<file path="config.mk">
export PLATFORM = sky130hd
export DESIGN_NAME = pdp11_operand_fetch_flat
export DESIGN_NICKNAME = d
export VERILOG_FILES = /design/src/rtl/pdp11_operand_fetch_if.sv /design/src/rtl/pdp11_operand_fetch.sv /design/src/flat_wrapper.sv
export SDC_FILE = /design/constraint.sdc
export NUM_CORES = 1
export LEC_CHECK = 0
export CAP_MARGIN = 40
export CORE_ASPECT_RATIO = 0.5
export CORE_MARGIN = 2
export CORE_UTILIZATION = 42
export DETAILED_ROUTE_END_ITERATION = 8
export PLACE_DENSITY = 0.71
export SLEW_MARGIN = 5
export SYNTH_ARGS = -nofsm -noshare
export SYNTH_HDL_FRONTEND = slang
export SYNTH_SLANG_ARGS = --single-unit
</file>
<file path="constraint.sdc">
create_clock -name clk -period 3.9 [get_ports clk]
set_input_delay 0.585 -clock clk [delete_from_list [all_inputs] [get_ports clk]]
set_output_delay 0.585 -clock clk [all_outputs]
set_load 0.005 [all_outputs]
</file>
<file path="src/rtl/pdp11_operand_fetch_if.sv">
// Register-file and memory-read bus shared by the operand-fetch unit and its environment.
// master = fetch unit side, slave = register file / memory side.
interface pdp11_operand_fetch_if #(
  parameter int ADDR_W = 16,
  parameter int DATA_W = 16
);
  logic [2:0]        rf_raddr;
  logic [ADDR_W-1:0] rf_rdata;
  logic              rf_we;
  logic [2:0]        rf_waddr;
  logic [ADDR_W-1:0] rf_wdata;
  logic              mem_req;
  logic [ADDR_W-1:0] mem_addr;
  logic              mem_ack;
  logic [DATA_W-1:0] mem_rdata;

  modport master (
    output rf_raddr, rf_we, rf_waddr, rf_wdata, mem_req, mem_addr,
    input  rf_rdata, mem_ack, mem_rdata
  );

  modport slave (
    input  rf_raddr, rf_we, rf_waddr, rf_wdata, mem_req, mem_addr,
    output rf_rdata, mem_ack, mem_rdata
  );
endinterface

</file>
<file path="src/rtl/pdp11_operand_fetch.sv">
// PDP-11 operand fetch: resolves source/destination operands over all addressing modes,
// performing auto-inc/dec register writes, extension-word reads and PC advance.
module pdp11_operand_fetch #(
  parameter int ADDR_W  = 16,
  parameter int DATA_W  = 16,
  parameter int MAX_OPS = 2
) (
  input  logic                  clk,
  input  logic                  reset_n,
  input  logic                  start,
  input  logic                  two_op,
  input  logic                  byte_op,
  input  logic [2:0]            src_mode,
  input  logic [2:0]            src_reg,
  input  logic [2:0]            dst_mode,
  input  logic [2:0]            dst_reg,
  input  logic [ADDR_W-1:0]     pc_in,
  pdp11_operand_fetch_if.master bus,
  output logic                  busy,
  output logic                  done,
  output logic                  err,
  output logic [DATA_W-1:0]     src_val,
  output logic [DATA_W-1:0]     dst_val,
  output logic [ADDR_W-1:0]     src_ea,
  output logic [ADDR_W-1:0]     dst_ea,
  output logic                  src_is_mem,
  output logic                  dst_is_mem,
  output logic [ADDR_W-1:0]     pc_out
);

  typedef enum logic [2:0] {S_IDLE, S_DEC, S_EXT, S_PTR, S_DATA, S_DONE} state_t;
  state_t state, nxt;

  logic              cur, two_r, byte_r, gap;
  logic [2:0]        sm, sr, dm, dr;
  logic [ADDR_W-1:0] pc, addr;

  logic [2:0]        mode, rn;
  logic [ADDR_W-1:0] rv, step, newv, ext_base;
  logic              last, mem_state, odd_fault, acked, two_eff, auto_mod;
  logic [DATA_W-1:0] reg_val, mem_val;

  function automatic logic [DATA_W-1:0] byte_lane(input logic [DATA_W-1:0] w, input logic hi);
    return {{(DATA_W-8){1'b0}}, (hi ? w[15:8] : w[7:0])};
  endfunction

  assign two_eff = (MAX_OPS > 1) ? two_op : 1'b0;

  always_comb begin
    rn        = cur ? dr : sr;
    mode      = cur ? dm : sm;
    rv        = (rn == 3'd7) ? pc : bus.rf_rdata;
    // Deferred modes always step by a word; byte steps only apply to R0-R5.
    step      = (byte_r && rn < 3'd6 && mode != 3'd3 && mode != 3'd5) ? ADDR_W'(1) : ADDR_W'(2);
    newv      = mode[2] ? rv - step : rv + step;
    ext_base  = (rn == 3'd7) ? pc + ADDR_W'(2) : bus.rf_rdata;
    auto_mod  = (mode >= 3'd2) && (mode <= 3'd5);
    last      = cur || !two_r;
    mem_state = (state == S_EXT) || (state == S_PTR) || (state == S_DATA);
    odd_fault = mem_state && addr[0] && !((state == S_DATA) && byte_r);
    acked     = bus.mem_req && bus.mem_ack;
    reg_val   = byte_r ? byte_lane(rv, 1'b0) : rv;
    mem_val   = byte_r ? byte_lane(bus.mem_rdata, addr[0]) : bus.mem_rdata;
  end

  assign bus.mem_req  = mem_state && !gap && !odd_fault;
  assign bus.mem_addr = {addr[ADDR_W-1:1], 1'b0};
  assign bus.rf_raddr = rn;
  assign bus.rf_waddr = rn;
  assign bus.rf_we    = (state == S_DEC) && (rn != 3'd7) && auto_mod;
  assign bus.rf_wdata = bus.rf_we ? newv : '0;
  assign busy         = (state != S_IDLE);
  assign done         = (state == S_DONE);
  assign pc_out       = pc;

  always_ff @(posedge clk or negedge reset_n) begin
    if (!reset_n) state <= S_IDLE;
    else          state <= nxt;
  end

  always_comb begin
    nxt = state;
    case (state)
      S_IDLE: if (start) nxt = S_DEC;
      S_DEC: begin
        case (mode)
          3'd0:       nxt = last ? S_DONE : S_DEC;
          3'd3, 3'd5: nxt = S_PTR;
          3'd6, 3'd7: nxt = S_EXT;
          default:    nxt = S_DATA;
        endcase
      end
      S_EXT: begin
        if (odd_fault)  nxt = S_DONE;
        else if (acked) nxt = mode[0] ? S_PTR : S_DATA;
      end
      S_PTR: begin
        if (odd_fault)  nxt = S_DONE;
        else if (acked) nxt = S_DATA;
      end
      S_DATA: begin
        if (odd_fault)  nxt = S_DONE;
        else if (acked) nxt = last ? S_DONE : S_DEC;
      end
      S_DONE:  nxt = S_IDLE;
      default: nxt = S_IDLE;
    endcase
  end

  always_ff @(posedge clk or negedge reset_n) begin
    if (!reset_n) begin
      cur        <= 1'b0;
      two_r      <= 1'b0;
      byte_r     <= 1'b0;
      gap        <= 1'b0;
      sm         <= '0;
      sr         <= '0;
      dm         <= '0;
      dr         <= '0;
      pc         <= '0;
      addr       <= '0;
      err        <= 1'b0;
      src_val    <= '0;
      dst_val    <= '0;
      src_ea     <= '0;
      dst_ea     <= '0;
      src_is_mem <= 1'b0;
      dst_is_mem <= 1'b0;
    end else begin
      // gap forces mem_req low for the cycle after each acknowledged read
      gap <= acked;
      if (odd_fault) err <= 1'b1;
      case (state)
        S_IDLE: begin
          if (start) begin
            pc         <= pc_in;
            cur        <= !two_eff;
            two_r      <= two_eff;
            byte_r     <= byte_op;
            sm         <= src_mode;
            sr         <= src_reg;
            dm         <= dst_mode;
            dr         <= dst_reg;
            err        <= 1'b0;
            src_val    <= '0;
            dst_val    <= '0;
            src_ea     <= '0;
            dst_ea     <= '0;
            src_is_mem <= 1'b0;
            dst_is_mem <= 1'b0;
          end
        end
        S_DEC: begin
          if (rn == 3'd7 && auto_mod) pc <= newv;
          addr <= mode[2] ? (mode[1] ? pc : newv) : rv;
          if (mode == 3'd0) begin
            if (cur) dst_val <= reg_val;
            else     src_val <= reg_val;
            if (!last) cur <= 1'b1;
          end
        end
        S_EXT: begin
          if (acked) begin
            pc   <= pc + ADDR_W'(2);
            addr <= ext_base + bus.mem_rdata;
          end
        end
        S_PTR: if (acked) addr <= bus.mem_rdata;
        S_DATA: begin
          if (acked) begin
            if (cur) begin
              dst_val    <= mem_val;
              dst_ea     <= addr;
              dst_is_mem <= 1'b1;
            end else begin
              src_val    <= mem_val;
              src_ea     <= addr;
              src_is_mem <= 1'b1;
            end
            if (!last) cur <= 1'b1;
          end
        end
        default: ;
      endcase
    end
  end

endmodule

</file>
<file path="src/flat_wrapper.sv">
// flat-port wrapper written by rule: the top's interface ports become plain ports
module pdp11_operand_fetch_flat 
#(
  parameter int ADDR_W  = 16,
  parameter int DATA_W  = 16,
  parameter int MAX_OPS = 2
)
  (clk, reset_n, start, two_op, byte_op, src_mode, src_reg, dst_mode, dst_reg, pc_in, busy, done, err, src_val, dst_val, src_ea, dst_ea, src_is_mem, dst_is_mem, pc_out, bus_rf_raddr, bus_rf_we, bus_rf_waddr, bus_rf_wdata, bus_mem_req, bus_mem_addr, bus_rf_rdata, bus_mem_ack, bus_mem_rdata);
  pdp11_operand_fetch_if #(.ADDR_W(ADDR_W), .DATA_W(DATA_W)) bus_i ();
  input  logic clk;
  input  logic reset_n;
  input  logic start;
  input  logic two_op;
  input  logic byte_op;
  input  logic [2:0] src_mode;
  input  logic [2:0] src_reg;
  input  logic [2:0] dst_mode;
  input  logic [2:0] dst_reg;
  input  logic [ADDR_W-1:0] pc_in;
  output logic busy;
  output logic done;
  output logic err;
  output logic [DATA_W-1:0] src_val;
  output logic [DATA_W-1:0] dst_val;
  output logic [ADDR_W-1:0] src_ea;
  output logic [ADDR_W-1:0] dst_ea;
  output logic src_is_mem;
  output logic dst_is_mem;
  output logic [ADDR_W-1:0] pc_out;
  output wire logic [$bits(bus_i.rf_raddr)-1:0] bus_rf_raddr;
  output wire logic [$bits(bus_i.rf_we)-1:0] bus_rf_we;
  output wire logic [$bits(bus_i.rf_waddr)-1:0] bus_rf_waddr;
  output wire logic [$bits(bus_i.rf_wdata)-1:0] bus_rf_wdata;
  output wire logic [$bits(bus_i.mem_req)-1:0] bus_mem_req;
  output wire logic [$bits(bus_i.mem_addr)-1:0] bus_mem_addr;
  input wire logic [$bits(bus_i.rf_rdata)-1:0] bus_rf_rdata;
  input wire logic [$bits(bus_i.mem_ack)-1:0] bus_mem_ack;
  input wire logic [$bits(bus_i.mem_rdata)-1:0] bus_mem_rdata;
  assign bus_rf_raddr = bus_i.rf_raddr;
  assign bus_rf_we = bus_i.rf_we;
  assign bus_rf_waddr = bus_i.rf_waddr;
  assign bus_rf_wdata = bus_i.rf_wdata;
  assign bus_mem_req = bus_i.mem_req;
  assign bus_mem_addr = bus_i.mem_addr;
  assign bus_i.rf_rdata = bus_rf_rdata;
  assign bus_i.mem_ack = bus_mem_ack;
  assign bus_i.mem_rdata = bus_mem_rdata;
  pdp11_operand_fetch #(.ADDR_W(ADDR_W), .DATA_W(DATA_W), .MAX_OPS(MAX_OPS)) u_core (.clk(clk), .reset_n(reset_n), .start(start), .two_op(two_op), .byte_op(byte_op), .src_mode(src_mode), .src_reg(src_reg), .dst_mode(dst_mode), .dst_reg(dst_reg), .pc_in(pc_in), .bus(bus_i), .busy(busy), .done(done), .err(err), .src_val(src_val), .dst_val(dst_val), .src_ea(src_ea), .dst_ea(dst_ea), .src_is_mem(src_is_mem), .dst_is_mem(dst_is_mem), .pc_out(pc_out));
endmodule
</file>
After elaboration in Yosys (flattened, before gate mapping)
Index checks and enable logic that the tools add are counted.
Storage, ports and cells
  flip-flop bits (word level): 118
  input bits: 66
  output and inout port bits: 125
  word-level logic and storage cells: 152
Cells by class
  $add $sub $neg: 4
  order comparisons: 3
  equal/unequal tests: 26
  multiplexer cells: 62
  reduce and logical (&&, ||, !) cells: 39
Operator list (count)
  16-bit two-way mux: 26
  16-bit one-hot mux with 3 select lines: 4
  16-bit one-hot mux with 2 select lines: 2
  3-bit two-way mux: 11
  16-bit adder: 2
  4-bit AND reduction: 5
  3-bit equality test (second input constant): 6
  16-bit by 2-bit adder with 16-bit output (second input constant): 1
  16-bit subtractor: 1
  3-bit one-hot mux with 5 select lines: 1
  1-bit logical AND: 13
  1-bit two-way mux: 12
  6-bit AND reduction: 2
  3-bit nonzero test: 4
  2-bit by 1-bit != test with 1-bit output (second input constant): 5
  2-bit != test (second input constant): 5
  3-bit by 2-bit equality test with 1-bit output (second input constant): 3
  3-bit by 1-bit != test with 1-bit output (second input constant): 3
  3-bit one-hot mux with 3 select lines: 1
  8-bit two-way mux: 1
  3-bit logical NOT: 2
  3-bit != test (second input constant): 2
  1-bit logical NOT: 5
  1-bit one-hot mux with 2 select lines: 2
  other kinds (12): 15

Depth between registers and ports, before layout
  word-level depth: 11
  gate-level depth with buffers: 17

Worst setup path before layout
OpenSTA, ideal clock, no wires.
  path kind: register to output
  start: reg u_core.cur
  end: out bus_rf_wdata[13]
  data arrival time: 3.193 ns
  setup slack: 0.122 ns
  cell stages (with the launch flop): 16
  path buffers: 3
  path through: dfrtp_1 -> buf_2 -> buf_2 -> nand4b_1 -> nand2_1 -> clkbuf_1 -> a21boi_0 -> inv_1 -> ha_1 -> nor2b_1 -> o31a_1 -> o211ai_1 -> a21boi_0 -> o21a_1 -> or3_1 -> and3_1
On the way
  longest elaborated chain between the ends: 9
  elaborated cells between the ends (all ways): 21
  classes of those cells: add/sub (2); order compare (3); eq/ne (4); mux (6); reduce/logical (6)
Ends and longest elaborated chain
  from (decl): RTL line pdp11_operand_fetch.sv:34  | logic cur, two_r, byte_r, gap;
  from (signal assigned): RTL line pdp11_operand_fetch.sv:137  | cur <= !two_eff;
  3-bit two-way mux: RTL line pdp11_operand_fetch.sv:50  | rn = cur ? dr : sr;
  3-bit < comparator: RTL line pdp11_operand_fetch.sv:54  | step = (byte_r && rn < 3'd6 && mode != 3'd3 && mode != 3'd5) ? ADDR_W'(1) : ADDR_W'(2);
  1-bit logical AND (3 in a row): RTL line pdp11_operand_fetch.sv:54
  2-bit two-way mux: RTL line pdp11_operand_fetch.sv:54
  16-bit adder or 16-bit subtractor (tied branches): RTL line pdp11_operand_fetch.sv:55  | newv = mode[2] ? rv - step : rv + step;
  16-bit two-way mux: RTL line pdp11_operand_fetch.sv:55
  16-bit two-way mux *: RTL line pdp11_operand_fetch.sv:71  | assign bus.rf_wdata = bus.rf_we ? newv : '0;
  to (decl): RTL line flat_wrapper.sv:33  | output wire logic [$bits(bus_i.rf_wdata)-1:0] bus_rf_wdata;
Mark *: on every way between the ends. The rest lies on a longest branch, timed or not.

Final worst setup path
  start: reg u_core.cur
  end: out bus_rf_wdata[9]
The elaborated chain is that of the path after synthesis.

==> results by group <==
Critical path
  • CP arrival: 3.64 ns
  • Required time worst endpoint: 3.31 ns
  • Crit path kind: reg2out
  • Critical Path Sink Type: primary output
  • R2R depth: 24
  • R2r startpoint: u_core.cur
  • Worst reg2reg endpoint: u_core.addr[4]
  • R2R Setup Slk: -0.28 ns
  • Worst setup SP type: flop
  • Crit Path Max Fanout: 6

Final layout
  • Area of the multi-input gates: 0.00506 mm^2
  • Diodes inserted: 0
  • Finished Layout Cells: 1582
  • Final Cell Area: 0.0124 mm^2
  • FF/Latch Area: 0.00295 mm^2
  • Nets: 1409
  • Fillers: 1568
  • Area growth from synthesis to layout: 52.7%
  • Layout cells sized above 1: 24.1%

Run status
  • Violated checks: setup timing
  • Outcome: complete, but fails checks

Die
  • I/O pin total: 191
  • Chip height: 102 um
  • Core Area: 0.0187 mm^2
  • Die width: 200 um
  • Area of the die: 0.0205 mm^2
  • Starting Density: 43.4%
  • Rows: 35

Logic synthesis
  • Most numerous cell in the Yosys netlist: nand2_1
  • Distinct cells, synth: 74
  • Yosys top cell by area: dfrtp_1
  • Ys async rst share: 100%
  • Post-synthesis register bit count: 118
  • Syn avg cell area: 8.06 um^2
  • EDFF count, synth: 0
  • Top cell type's share of synthesized area: 36.5%
  • Syn Std Cell Area: 0.00809 mm^2
  • Primary FF master, synth: dfrtp_1
  • Part of the Yosys area used for sequential elements: 36.5%
  • Cells after Synth: 1004
  • Synth top cells by count: nand2_1 (179), dfrtp_1 (118), nor2_1 (97)
  • Syn Nets: 1103
  • Warnings, synthesis: 0
  • Top area cells in the synthesized netlist: dfrtp_1 (37%), nand2_1 (8.3%), a21oi_1 (5.2%)

Place
  • Gpl congestion: 0.962
  • Port bufs: 189
  • DP HPWL: 25300 um
  • Placed Cells: 1510
  • Placed Area: 0.0110 mm^2

Clock tree
  • Clk_lat worst skew: 0.43 ns
  • Clock root buffer master: clkbuf_16
  • H-tree lvl count: 4
  • Number of hold buffers added after cts: 0
  • TritonCTS clock tree: done
  • Clock Sinks: 118
  • Max Root-Sink Buffers: 2
  • Clock slew at reported path FFs: 0.07 ns
  • Total CTS buffers: 17

Run
  • Max-Cap Viols: 0

STA
  • Slew @ Worst Pin: 0.907 ns
  • Final WS setup: -0.323 ns
  • Max Fclk: 237 MHz
  • Hold Fails Final Rpt: 0
  • RSZ-0062 raised after global routing: true
  • Max-slew violations: 0
  • WHS: 0.0390 ns
  • Final worst path period need: 4.22 ns
  • Fin crit share: 108%
  • Post-Route Skew: 0.0182 ns
  • Max transition margin: 39.5%
  • Setup Viol. Count Final: 11

Detailed routing
  • Wire length per cell: 21.3 um
  • Detail-routed via count per cell: 5.68
  • Pre-antenna DRT Iters: 5
  • Routed Antenna Nets: 0
  • Initial DRC count: 843
  • DR DRC count: 0
  • Routed via count: 8990
  • Final wirelength: 33600 um

Power
  • Leakage power: 0.00544 uW
  • Overall power: 14000 uW
  • Pwr Density: 1140 mW/mm^2
  • Max VDD drop: 0.773 mV

Min path
  • Worst Hold Class: in2async

GRT
  • Initial antenna violation count: 1
  • Final global-route overflow total: 0
  • Vias in the first global route: 8306
  • Total GRT Usage: 32.3%
  • Largest net degree at the start of global routing: 57
  • Global-route wire length before repair: 49600 um
## sequential cells by signal, indices dropped and copies added (netlist names), 3 cells and up
register,count
u_core.pc_out,16
u_core.addr,16
u_core.dst_val,16
u_core.src_ea,16
u_core.state,3
u_core.dr,3
u_core.sm,3
u_core.dm,3
u_core.sr,3
u_core.src_val,16
u_core.dst_ea,16
## worst max path at each step
stage / from / end / slack [ns]
after floorplan: u_core.cur / bus_rf_wdata[13] / 0.12
after detailed placement: u_core.cur / bus_rf_wdata[12] / -0.49
final: u_core.cur / bus_rf_wdata[9] / -0.32
after global routing: u_core.cur / u_core.addr[4] / -0.44
after global placement: u_core.cur / bus_rf_wdata[12] / -0.50
after CTS: u_core.cur / bus_rf_wdata[12] / -0.29
## cells by family after synthesis
kind of cell	share of synthesized area, %
AOI/OAI and AO/OA	23.6
other	0.0464
muxes	3.90
adders and majority gates	5.29
xor gates and xnor gates	3.79
buffers and inverters	6.62
and+or+nand+nor	20.3
DFF	36.5
## layer usage
| layer | GRT usage, % | part of all wire [%] | vias to the layer above | wire [um] |
|---|---|---|---|---|
| met3 | 9.38 | 11 | 46 | 3740 |
| met4 | 7.07 | 1.4 | 2 | 473 |
| met1 | 47.7 | 46 | 4286 | 15600 |
| li1 | - | - | 4164 | - |
| met5 | 0 | 0.039 | - | 13 |
| met2 | 46.5 | 41 | 492 | 13800 |
## layout make-up
type | instances | area share, %
Multi-Input combinational cell | 775 | 41.0
Timing Repair Buffer | 362 | 26.9
Sequential cell | 118 | 23.9
Clock buffer | 18 | 3.47
Tap cell | 259 | 2.62
Inverter | 36 | 1.09
Clock inverter | 14 | 1.02
## worst max-delay path, stage by stage (launching register included)
cell and delay, ns:
dfrtp_2 0.45, buf_6 0.14, buf_6 0.12, mux2i_4 0.18, nand2_2 0.11, nand2_4 0.07
a21oi_4 0.19, and2_4 0.19, ha_4 0.19, nor2b_4 0.12, o31a_1 0.27, buf_4 0.14
buf_6 0.11, o21a_1 0.19, a21o_1 0.17, a21oi_2 0.17, xnor2_2 0.15, and2_1 0.15
buf_2 0.10
## what timing repair did
item,CTS,global route
gates cloned,0,4
resized for setup,101,65
setup endpoints to repair,16,54
pin swaps,38,38
buffers inserted,31,9
## power breakdown
group / leakage (uW) / switching [uW] / total (uW) / internal (uW)
clock: 0.000271 / 663 / 1540 / 882
sequential: 0.00150 / 584 / 2360 / 1780
combinational: 0.00367 / 5190 / 10100 / 4930
total: 0.00544 / 6440 / 14000 / 7590
## cells in the final DEF, fill, tap and decap left out, types with 17 or more instances in the layout
| cell | instances |
|---|---|
| clkdlybuf4s50_1 | 174 |
| nand2_1 | 172 |
| buf_4 | 147 |
| dfrtp_1 | 117 |
| nor2_1 | 94 |
| a21oi_1 | 74 |
| o21ai_1 | 71 |
| o21ai_0 | 38 |
| inv_1 | 28 |
| nand3_1 | 26 |
| ha_1 | 25 |
| clkbuf_16 | 20 |
| xnor2_1 | 17 |
| buf_6 | 17 |
## stage by stage
step	setup slack [ns]	setup TNS [ns]	utilization, %
finish	-0.323	-2.08	66.2
global placement	-0.499	-2.66	58.5
global route	-0.441	-3.86	66.2
detailed placement	-0.489	-2.78	58.9
floorplan	0.122	0	-
CTS	-0.295	-1.56	64.2
No activity file was read; power rests on OpenSTA's default activity.
==> edit: new RTL, same settings <==
Register the output `err` once more, cleared by the reset; this adds one clock of latency there. The other outputs are not delayed to match.
--- a/src/rtl/pdp11_operand_fetch.sv
+++ b/src/rtl/pdp11_operand_fetch.sv
@@ -29,6 +29,8 @@
 );
 
   typedef enum logic [2:0] {S_IDLE, S_DEC, S_EXT, S_PTR, S_DATA, S_DONE} state_t;
+
+  logic err_s0;
   state_t state, nxt;
 
   logic              cur, two_r, byte_r, gap;
@@ -119,7 +121,7 @@
       dr         <= '0;
       pc         <= '0;
       addr       <= '0;
-      err        <= 1'b0;
+      err_s0     <= 1'b0;
       src_val    <= '0;
       dst_val    <= '0;
       src_ea     <= '0;
@@ -129,7 +131,7 @@
     end else begin
       // gap forces mem_req low for the cycle after each acknowledged read
       gap <= acked;
-      if (odd_fault) err <= 1'b1;
+      if (odd_fault) err_s0 <= 1'b1;
       case (state)
         S_IDLE: begin
           if (start) begin
@@ -141,7 +143,7 @@
             sr         <= src_reg;
             dm         <= dst_mode;
             dr         <= dst_reg;
-            err        <= 1'b0;
+            err_s0     <= 1'b0;
             src_val    <= '0;
             dst_val    <= '0;
             src_ea     <= '0;
@@ -185,5 +187,13 @@
     end
   end
 
+  always_ff @(posedge clk or negedge reset_n) begin
+    if (!reset_n) begin
+      err <= '0;
+    end else begin
+      err <= err_s0;
+    end
+  end
+
 endmodule
 
Check against the original RTL: not equivalent (Yosys sat finds a counterexample within 4 cycles, from zero or initial values and one cycle with reset_n low).
==> edit against the original RTL <==
The run still ends with negative setup slack left. Sequential cell count rose by 1. Total power fell by 13%. Setup slack got worse by 0.056 ns. Clock power rose by 6%. Register-to-register slack got worse by 0.07 ns. Sequential share of layout area rose by 0.65 points. Routed wire length fell by 4.0%. Final area fell by 1.8%. Synthesized area fell by 1.3%. Via count rose by 1.3%. Largest power group unchanged.
==> edit: results (changes against the original RTL) <==
Leakage -> 5.36 nW (was 5.44 nW)
Total GRT Usage -> 0.309 (was 0.323)
Max stage delay on crit path -> 0.49 ns (was 0.45 ns)
Synth area leaders -> dfrtp_1, nand2_1, a21oi_1 (unchanged)
largest net degree at the start of global routing -> 120 (was 57)
Metal-1 WL -> 14400 um (was 15600 um)
failing checks -> negative setup slack (unchanged)
RD Place Congestion -> 0.994 (was 0.962)
M3 GR Usage -> 0.0796 (was 0.0938)
Data arrival, critical path -> 3.69 ns (was 3.64 ns)
met2 usage -> 0.449 (was 0.465)
Distinct cells, synth -> 66 (was 74)
Seq/Total Area, Yosys -> 0.373 (was 0.365)
vias in the first global route -> 8329 (was 8306)
Post-synth top cells -> nand2_1, dfrtp_1, nor2_1 (unchanged)
Cells after DPL -> 1474 (was 1510)
WL met3 -> 3560 um (was 3740 um)
via count -> 9105 (was 8990)
met1 usage in global routing -> 0.453 (was 0.477)
clk_skew -> 0.0134 ns (was 0.0182 ns)
VDD IR max -> 0.761 mV (was 0.773 mV)
final setup fails -> 12 (was 11)
initial detailed-routing violation count -> 1215 (was 843)
worst-path fanout max -> 7 (was 6)
Synthesized Nets -> 1115 (was 1103)
vias per cell -> 5.78 (was 5.68)
Worst Tran Pin Value -> 0.818 ns (was 0.907 ns)
HPWL after DPL -> 22100 um (was 25300 um)
Post-Place Setup Slack -> -0.418 ns (was -0.489 ns)
fin nets -> 1401 (was 1409)
fraction of final layout cells sized beyond drive strength 1 -> 0.220 (was 0.241)
global-route wire length before repair -> 47500 um (was 49600 um)
status -> finished, violations left (unchanged)
Setup WS post-layout -> -0.379 ns (was -0.323 ns)
asr flop ratio synth -> 1.00 (unchanged)
DRT Wirelength -> 32300 um (was 33600 um)
die width -> 199 um (was 200 um)
edit: cell count changes after synthesis, moves of 6 or more:
cell | before | now
a22o_1 | 7 | 1
nand2_1 | 179 | 221
o21ai_0 | 41 | 73
or2_2 | 1 | 10
inv_1 | 33 | 26
clkbuf_1 | 31 | 37
mux2_2 | 16 | 4
xor2_1 | 11 | 18
o21ai_1 | 73 | 33
edit: logic make-up after synthesis:
family	share of synthesized area
flops	0.373
simple gates	0.210
buf+inv	0.0633
fa+ha+maj	0.0536
xor+xnor	0.0461
other cells	0.000470
mux	0.0194
compound gates	0.234
edit: what timing repair did:
action	in CTS	in global routing
gates cloned	0	4
pin swaps	33	31
setup buffers	58	17
endpoints found under the setup margin	19	64
resized for setup	95	56
edit: path summary, 6_finish.rpt:
path	start	end	slack [ns]	cells past startpoint
min in group clk	u_core.err_s0	u_core.err	0.40	0
worst max register to register	u_core.cur	u_core.dst_val[5]	-0.35	27
max in group asynchronous	reset_n	u_core.src_ea[2]	3.14	2
worst max-delay path	u_core.cur	bus_rf_wdata[14]	-0.38	17
worst min-delay path	reset_n	u_core.dr[2]	0.22	2
worst min register to register	u_core.err_s0	u_core.err	0.40	0
edit: cell type report:
cell class | count | area [um^2]
inverter | 27 | 101
clock inverter | 12 | 140
tap | 259 | 324
multi-input combinational | 793 | 4960
timing repair buffer | 344 | 3170
sequential | 119 | 2980
clock buffer | 20 | 457
fill | 1494 | 6390
edit: report_power, final:
group          internal, mW  leakage [nW]  switching (mW)  total (mW)
Clock                 0.985         0.284           0.643        1.63
Sequential             1.78          1.51           0.615        2.40
Combinational          3.93          3.57            4.26        8.19
edit: per-stage QoR:
step	hold slack [ns]	TNS, ns
global route	0.291	-5.21
global placement	0.369	-2.44
floorplan	0.289	0
finish	0.219	-3.36
CTS	0.286	-1.64
detailed placement	0.371	-2.93
